`config.mk`:
```
export PLATFORM = sky130hd
export DESIGN_NAME = mmio_uart_responder
export DESIGN_NICKNAME = d
export VERILOG_FILES = /design/src/rtl/mmio_uart_pkg.sv /design/src/rtl/mmio_tx_fifo.sv /design/src/rtl/mmio_uart_responder.sv
export SDC_FILE = /design/constraint.sdc
export NUM_CORES = 1
export LEC_CHECK = 0
export CAP_MARGIN = 30
export CELL_PAD_IN_SITES_DETAIL_PLACEMENT = 1
export CELL_PAD_IN_SITES_GLOBAL_PLACEMENT = 1
export CORE_ASPECT_RATIO = 2
export CORE_UTILIZATION = 43
export CTS_BUF_LIST = sky130_fd_sc_hd__clkbuf_8
export DETAILED_ROUTE_END_ITERATION = 6
export PLACE_DENSITY_LB_ADDON = 0.1
export SKIP_LAST_GASP = 1
export SYNTH_ARGS = -nofsm -noshare
export SYNTH_HDL_FRONTEND = slang
export SYNTH_SLANG_ARGS = --single-unit
```
`constraint.sdc`:
```
create_clock -name clk -period 5.4 [get_ports clk]
set_input_delay 1.08 -clock clk [delete_from_list [all_inputs] [get_ports clk]]
set_output_delay 1.08 -clock clk [all_outputs]
set_load 0.03 [all_outputs]
```
`src/rtl/mmio_uart_pkg.sv`:
```
// Shared definitions for the MMIO UART responder: register offsets, STATUS
// bit positions and the TX state encoding.
package mmio_uart_pkg;

    // Word offsets (Address[3:2]) inside the 16-byte register window
    localparam logic [1:0] OFF_PORT_OUT = 2'd0;
    localparam logic [1:0] OFF_PORT_IN  = 2'd1;
    localparam logic [1:0] OFF_TX_DATA  = 2'd2;
    localparam logic [1:0] OFF_STATUS   = 2'd3;

    // STATUS register bit positions
    localparam int unsigned STAT_TX_BUSY    = 0;
    localparam int unsigned STAT_FIFO_FULL  = 1;
    localparam int unsigned STAT_FIFO_EMPTY = 2;
    localparam int unsigned STAT_OVERFLOW   = 3;
    localparam int unsigned STAT_W          = 4;

    // UART transmitter states
    typedef enum logic [1:0] {
        IDLE  = 2'd0,
        START = 2'd1,
        DATA  = 2'd2,
        STOP  = 2'd3
    } tx_state_e;

endpackage

```
`src/rtl/mmio_tx_fifo.sv`:
```
// Small synchronous FIFO feeding the UART transmitter.
// Ports: clk, rst_n (async, active-low); push/push_data write side (dropped
// when full); pop/pop_data read side (pop_data is the head entry, valid when
// not empty); full, empty and count describe the occupancy.
module mmio_tx_fifo #(
    parameter int unsigned DEPTH = 4,
    parameter int unsigned WIDTH = 8
) (
    input  logic                           clk,
    input  logic                           rst_n,
    input  logic                           push,
    input  logic [WIDTH-1:0]               push_data,
    input  logic                           pop,
    output logic [WIDTH-1:0]               pop_data,
    output logic                           full,
    output logic                           empty,
    output logic [$clog2(DEPTH+1)-1:0]     count
);

    localparam int unsigned PTR_W = $clog2(DEPTH);
    localparam int unsigned CNT_W = $clog2(DEPTH + 1);

    logic [WIDTH-1:0] mem [DEPTH];
    logic [PTR_W-1:0] rd_ptr;
    logic [PTR_W-1:0] wr_ptr;
    logic             push_ok;
    logic             pop_ok;

    // A push while full is dropped even if a pop frees a slot on the same edge
    assign push_ok  = push & ~full;
    assign pop_ok   = pop & ~empty;
    assign full     = (count == CNT_W'(DEPTH));
    assign empty    = (count == '0);
    assign pop_data = mem[rd_ptr];

    // Storage array, no reset needed
    always_ff @(posedge clk) begin
        if (push_ok) begin
            mem[wr_ptr] <= push_data;
        end
    end

    // Pointers wrap naturally because DEPTH is a power of two
    always_ff @(posedge clk or negedge rst_n) begin
        if (!rst_n) begin
            rd_ptr <= '0;
            wr_ptr <= '0;
            count  <= '0;
        end else begin
            if (push_ok) begin
                wr_ptr <= wr_ptr + PTR_W'(1);
            end
            if (pop_ok) begin
                rd_ptr <= rd_ptr + PTR_W'(1);
            end
            count <= count + CNT_W'(push_ok) - CNT_W'(pop_ok);
        end
    end

endmodule

```
`src/rtl/mmio_uart_responder.sv`:
```
// Memory-mapped I/O responder on the data-memory bus: 32-bit output port,
// synchronized 8-bit input port and an 8N1 UART transmitter behind a TX FIFO.
// Ports: clk, reset (async, active-low); MemWrite/MemRead/Address/WriteData
// bus request; ReadData combinational read data (0 when not selected);
// PortIn external pins; PortOut registered output port; uart_tx serial line.
module mmio_uart_responder
    import mmio_uart_pkg::*;
#(
    parameter logic [31:0] IO_BASE      = 32'hFFFF_0000,
    parameter int unsigned CLKS_PER_BIT = 434,
    parameter int unsigned FIFO_DEPTH   = 4
) (
    input  logic        clk,
    input  logic        reset,
    input  logic        MemWrite,
    input  logic        MemRead,
    input  logic [31:0] Address,
    input  logic [31:0] WriteData,
    output logic [31:0] ReadData,
    input  logic [7:0]  PortIn,
    output logic [31:0] PortOut,
    output logic        uart_tx
);

    localparam int unsigned BAUD_W = $clog2(CLKS_PER_BIT);
    localparam int unsigned CNT_W  = $clog2(FIFO_DEPTH + 1);
    localparam logic [BAUD_W-1:0] BAUD_LAST = BAUD_W'(CLKS_PER_BIT - 1);

    logic              sel;
    logic [1:0]        offset;
    logic              wr_en;
    logic              push;
    logic              pop;
    logic [7:0]        fifo_head;
    logic              fifo_full;
    logic              fifo_empty;
    logic [CNT_W-1:0]  fifo_count;
    logic [7:0]        sync1;
    logic [7:0]        sync2;
    logic              overflow;
    tx_state_e         state;
    logic [BAUD_W-1:0] baud_cnt;
    logic [2:0]        bit_cnt;
    logic [7:0]        shift;
    logic              baud_last;
    logic [STAT_W-1:0] status;
    logic              unused_bits;

    // Byte lanes are ignored and the FIFO count is not exposed on the bus
    assign unused_bits = ^{Address[1:0], fifo_count};

    // Bus decode
    assign sel    = (Address[31:4] == IO_BASE[31:4]);
    assign offset = Address[3:2];
    assign wr_en  = MemWrite & sel;
    assign push   = wr_en & (offset == OFF_TX_DATA);

    assign baud_last = (baud_cnt == BAUD_LAST);

    // FIFO is drained when idle or on the last stop-bit cycle (back-to-back frames)
    assign pop = ~fifo_empty & ((state == IDLE) | ((state == STOP) & baud_last));

    always_comb begin
        status                  = '0;
        status[STAT_TX_BUSY]    = (state != IDLE);
        status[STAT_FIFO_FULL]  = fifo_full;
        status[STAT_FIFO_EMPTY] = fifo_empty;
        status[STAT_OVERFLOW]   = overflow;
    end

    // Same-cycle read mux, like the data RAM
    always_comb begin
        ReadData = 32'h0;
        if (MemRead && sel) begin
            case (offset)
                OFF_PORT_OUT: ReadData = PortOut;
                OFF_PORT_IN:  ReadData = {24'h0, sync2};
                OFF_TX_DATA:  ReadData = 32'h0;
                OFF_STATUS:   ReadData = {{(32 - STAT_W){1'b0}}, status};
                default:      ReadData = 32'h0;
            endcase
        end
    end

    // Output port, input synchronizer and sticky overflow flag
    always_ff @(posedge clk or negedge reset) begin
        if (!reset) begin
            PortOut  <= 32'h0;
            sync1    <= 8'h0;
            sync2    <= 8'h0;
            overflow <= 1'b0;
        end else begin
            sync1 <= PortIn;
            sync2 <= sync1;
            if (wr_en && (offset == OFF_PORT_OUT)) begin
                PortOut <= WriteData;
            end
            // A new overflow event wins over a simultaneous clear
            if (push && fifo_full) begin
                overflow <= 1'b1;
            end else if (wr_en && (offset == OFF_STATUS) && WriteData[STAT_OVERFLOW]) begin
                overflow <= 1'b0;
            end
        end
    end

    mmio_tx_fifo #(
        .DEPTH (FIFO_DEPTH),
        .WIDTH (8)
    ) u_tx_fifo (
        .clk       (clk),
        .rst_n     (reset),
        .push      (push),
        .push_data (WriteData[7:0]),
        .pop       (pop),
        .pop_data  (fifo_head),
        .full      (fifo_full),
        .empty     (fifo_empty),
        .count     (fifo_count)
    );

    // 8N1 transmitter; uart_tx is registered and updated with each state change
    always_ff @(posedge clk or negedge reset) begin
        if (!reset) begin
            state    <= IDLE;
            baud_cnt <= '0;
            bit_cnt  <= '0;
            shift    <= '0;
            uart_tx  <= 1'b1;
        end else begin
            case (state)
                IDLE: begin
                    uart_tx <= 1'b1;
                    if (!fifo_empty) begin
                        shift    <= fifo_head;
                        baud_cnt <= '0;
                        uart_tx  <= 1'b0;
                        state    <= START;
                    end
                end
                START: begin
                    if (baud_last) begin
                        baud_cnt <= '0;
                        bit_cnt  <= '0;
                        uart_tx  <= shift[0];
                        state    <= DATA;
                    end else begin
                        baud_cnt <= baud_cnt + BAUD_W'(1);
                    end
                end
                DATA: begin
                    if (baud_last) begin
                        baud_cnt <= '0;
                        if (bit_cnt == 3'd7) begin
                            uart_tx <= 1'b1;
                            state   <= STOP;
                        end else begin
                            bit_cnt <= bit_cnt + 3'd1;
                            shift   <= {1'b0, shift[7:1]};
                            uart_tx <= shift[1];
                        end
                    end else begin
                        baud_cnt <= baud_cnt + BAUD_W'(1);
                    end
                end
                STOP: begin
                    if (baud_last) begin
                        baud_cnt <= '0;
                        if (!fifo_empty) begin
                            shift   <= fifo_head;
                            uart_tx <= 1'b0;
                            state   <= START;
                        end else begin
                            state <= IDLE;
                        end
                    end else begin
                        baud_cnt <= baud_cnt + BAUD_W'(1);
                    end
                end
                default: begin
                    uart_tx <= 1'b1;
                    state   <= IDLE;
                end
            endcase
        end
    end

endmodule
```
==> results of run 1 <==
-- sequential cells by signal, indices dropped and copies added (netlist names) --
register and flops:
PortOut 32, u_tx_fifo.mem 32, baud_cnt 9, shift 8, sync1 8, sync2 8
bit_cnt 3, u_tx_fifo.count 3, state 2, u_tx_fifo.rd_ptr 2, u_tx_fifo.wr_ptr 2, overflow 1
uart_tx 1
-- cell usage after synthesis (all sizes together), types with 2 or more instances --
library cell	count	area share, %
a21oi	6	0.58
a22o	6	1.0
a31oi	2	0.24
and2	30	3.6
and3	6	0.72
and4b	2	0.38
buf	7	1.2
clkbuf	10	0.72
dfrtp	78	37
edfxtp	32	18
ha	16	3.8
inv	12	0.86
mux2	50	13
mux2i	10	1.9
mux4	8	3.5
nand2	12	0.86
nand2b	2	0.24
nand3	6	0.58
nand4	6	0.84
nor2	8	0.58
nor2b	2	0.24
nor3	4	0.38
nor4	5	1.2
nor4b	5	0.96
o21ai	12	1.2
o22ai	5	0.60
or2	2	0.24
or3	4	0.48
xnor2	2	0.34
xor2	5	0.84
-- through the flow --
| step | power (mW) | hold slack [ps] | setup slack [ps] | cell area [µm²] | cells |
|---|---|---|---|---|---|
| floorplan | 0.899 | 331 | 1310 | 5210 | 369 |
| global placement | 0.971 | 332 | 731 | 6700 | 638 |
| detailed placement | 0.976 | 336 | 653 | 6740 | 640 |
| CTS | 1.51 | 360 | 616 | 6940 | 656 |
| global route | 1.55 | 369 | 522 | 6940 | 656 |
| finish | 1.49 | 356 | 659 | 6940 | 656 |
-- area by class of cell --
cell class | count | share of cell area [%]
clock buffer | 9 | 1.78
tap | 145 | 2.61
multi-input combinational | 229 | 30.6
clock inverter | 7 | 1.23
sequential | 111 | 42.3
timing repair buffer | 143 | 20.8
inverter | 12 | 0.649
-- metal layers --
metal	up-vias	wire length [µm]	track usage [%]
li1	1611	-	-
met1	1764	4480	21.6
met2	102	7220	40.8
met3	21	752	6.22
met4	0	268	8.59
met5	-	0	0
-- power groups by stage --
stage / Clock (mW) / Combinational (mW) / Sequential (mW)
after floorplan: 0 / 0.0101 / 0.889
after global placement: 0 / 0.0822 / 0.888
after detailed placement: 0 / 0.0869 / 0.889
after CTS: 0.551 / 0.0873 / 0.872
after global routing: 0.581 / 0.0928 / 0.872
final: 0.534 / 0.0853 / 0.871
-- cell usage in the layout, fill, tap and decap left out, types with 3 or more instances in the layout --
master / instances
a21oi_1: 6
a22o_1: 6
and2_1: 30
and3_1: 6
buf_4: 4
clkbuf_8: 9
clkdlybuf4s50_1: 137
dfrtp_1: 78
edfxtp_1: 32
ha_1: 16
inv_1: 12
inv_8: 3
mux2_2: 20
mux2_4: 30
mux2i_1: 10
mux4_2: 8
nand2_1: 12
nand3_1: 6
nand4_1: 5
nor2_1: 8
nor3_1: 4
nor4_2: 3
nor4b_1: 4
o21ai_0: 12
o22ai_1: 5
or3_1: 3
xor2_1: 5
-- worst max-delay path, cell delays in order --
cell and delay [ps]:
clkdlybuf4s50_1 460, nand4_1 100, or3_1 550, nor4_2 290, buf_4 290, and2_1 160, clkdlybuf4s50_1 720
-- worst max-delay path by stage --
| stage | start | end | slack, ps | cells past startpoint |
|---|---|---|---|---|
| 2_1_floorplan | Address[23] | ReadData[4] | 1310 | 5 |
| 3_3_place_gp | Address[23] | ReadData[5] | 730 | 6 |
| 3_5_place_dp | Address[23] | ReadData[25] | 650 | 7 |
| 4_1_cts | Address[23] | ReadData[25] | 620 | 7 |
| 5_1_grt | Address[19] | ReadData[4] | 520 | 6 |
| 6_report | Address[23] | ReadData[25] | 660 | 7 |
-- cells by family after synthesis --
family          after synthesis  synth area share (%)
buf+inv                      29                  2.83
flops                       111                  56.4
compound gates               38                  4.82
simple gates                 99                  12.2
xor+xnor                      7                  1.18
mux                          68                  18.3
fa+ha+maj                    17                  4.22
==> flow_metrics.tcl, run 1 <==
set metrics [dict create \
    io_buffers 138 \
    fin_nets 599 \
    fp.dieArea_um2 12600 \
    synth_edf_count 32 \
    worstPathArrival_ps 3660 \
    synth_ff_type "dfrtp_1" \
    fin_crit_ps 4740 \
    grt_max_degree 41 \
    r2r_start "baud_cnt[0]" \
    die_h_um 158 \
    power_frac_comb_pct 5.7 \
    cts_setup_buffers 0 \
    relSlewSlack_pct 48.8 \
    cts_tree "built" \
    area_growth_pct 33.2 \
    overflow 0 \
    final.period_utilization_pct 87.8 \
    routedWlPerCell_um 19.4 \
    p_int_mw 1.15 \
    ff2ff_path_depth 9 \
    clk_latency_ps 390 \
    path_clk_slew_ps 100 \
    core_um2 11800 \
    start_util_pct 44.3 \
    grt_util_all_layers_pct 21.6 \
    finalHoldViolations 0 \
    seq_area_frac_synth_pct 56.4 \
    gp_congestion 0.765 \
    clock_skew_ps 15.0 \
    rsz0062_at_grt "no" \
    die_x_um 79.9 \
    postCtsResizedCells 0 \
    r2r_end "u_tx_fifo.count[2]" \
    leakage_nw 2.93 \
    r2r_setup_slack_ps 2940 \
    syn_area_um2 5210 \
    place_hpwl_mm 9.67 \
    power.switching_uw 341 \
    avgSynthCellArea_um2 14.1 \
    tightest_slew_ps 766 \
    swShare_pct 22.9 \
    dr.pass1.iters 4 \
    crit_type "input port to output port" \
    clk_path_buf_depth 2 \
    start_kind "input port" \
    ys_warn_count 0 \
    ys_types 51 \
    grt_pass1_vias 3973 \
    ir_worst_vdd_mv 0.128 \
    grt_pass1_wl_mm 20.3 \
    drc 0 \
    setup_tns_ps 0 \
    cp_max_fo 24 \
    power.density_nw_per_um2 215 \
    slew_violations 0 \
    fmax_mhz 211 \
    run_status "finished clean" \
    holdBufCountCts 0 \
    min_path_type "flop to flop" \
    detail_route.iter0.violations 101 \
    antenna_found_initial 0 \
    cts_sinks 111 \
    synthArstFlopShare_pct 71.2 \
    ioPinCount 141 \
    min_from "sync1[3]" \
    synth-seq-cells 111 \
    synth_fp_nets 462 \
    rows 56 \
    hold_depth 0 \
    hold_end "sync2[3]" \
    ant_nets 0 \
    maxCapViolCount 0 \
    antenna_cells 0 \
    totalWireLength_mm 12.7 \
    cts_buffers 9 \
    clockRootBuffer "clkbuf_8" \
    multiInputGateArea_um2 2130 \
    end_kind "output port" \
    nFillCells 1182 \
    h-tree-depth 3 \
    viasPerCell 5.33 \
    seq_area_um2 2940 \
    num_vias 3498 \
    p_seq_share_pct 58.5 \
    postSynthCellCount 369 \
    cp.required_ps 4320 \
    finalSetupViolations 0 \
    postLayoutCoreUtil_pct 59.0 \
    drive_above_1_share_pct 17.8 \
    power.share.clock_pct 35.8 \
]
Power figures use the tool's default switching activity.
==> run 2, diff against run 1 <==
--- a/config.mk
+++ b/config.mk
@@ -5,6 +5,7 @@
 export SDC_FILE = /design/constraint.sdc
 export NUM_CORES = 1
 export LEC_CHECK = 0
+export ABC_AREA = 0
 export CAP_MARGIN = 30
 export CELL_PAD_IN_SITES_DETAIL_PLACEMENT = 1
 export CELL_PAD_IN_SITES_GLOBAL_PLACEMENT = 1
==> results of run 2 <==
Final layout, timing and power as in run 1 (identical DEF).
==> run 3, diff against run 2 <==
--- a/config.mk
+++ b/config.mk
@@ -13,6 +13,7 @@
 export CORE_UTILIZATION = 43
 export CTS_BUF_LIST = sky130_fd_sc_hd__clkbuf_8
 export DETAILED_ROUTE_END_ITERATION = 6
+export GPL_ROUTABILITY_DRIVEN = 0
 export PLACE_DENSITY_LB_ADDON = 0.1
 export SKIP_LAST_GASP = 1
 export SYNTH_ARGS = -nofsm -noshare
==> results of run 3 <==
Final layout, timing and power as in run 1 (identical DEF).
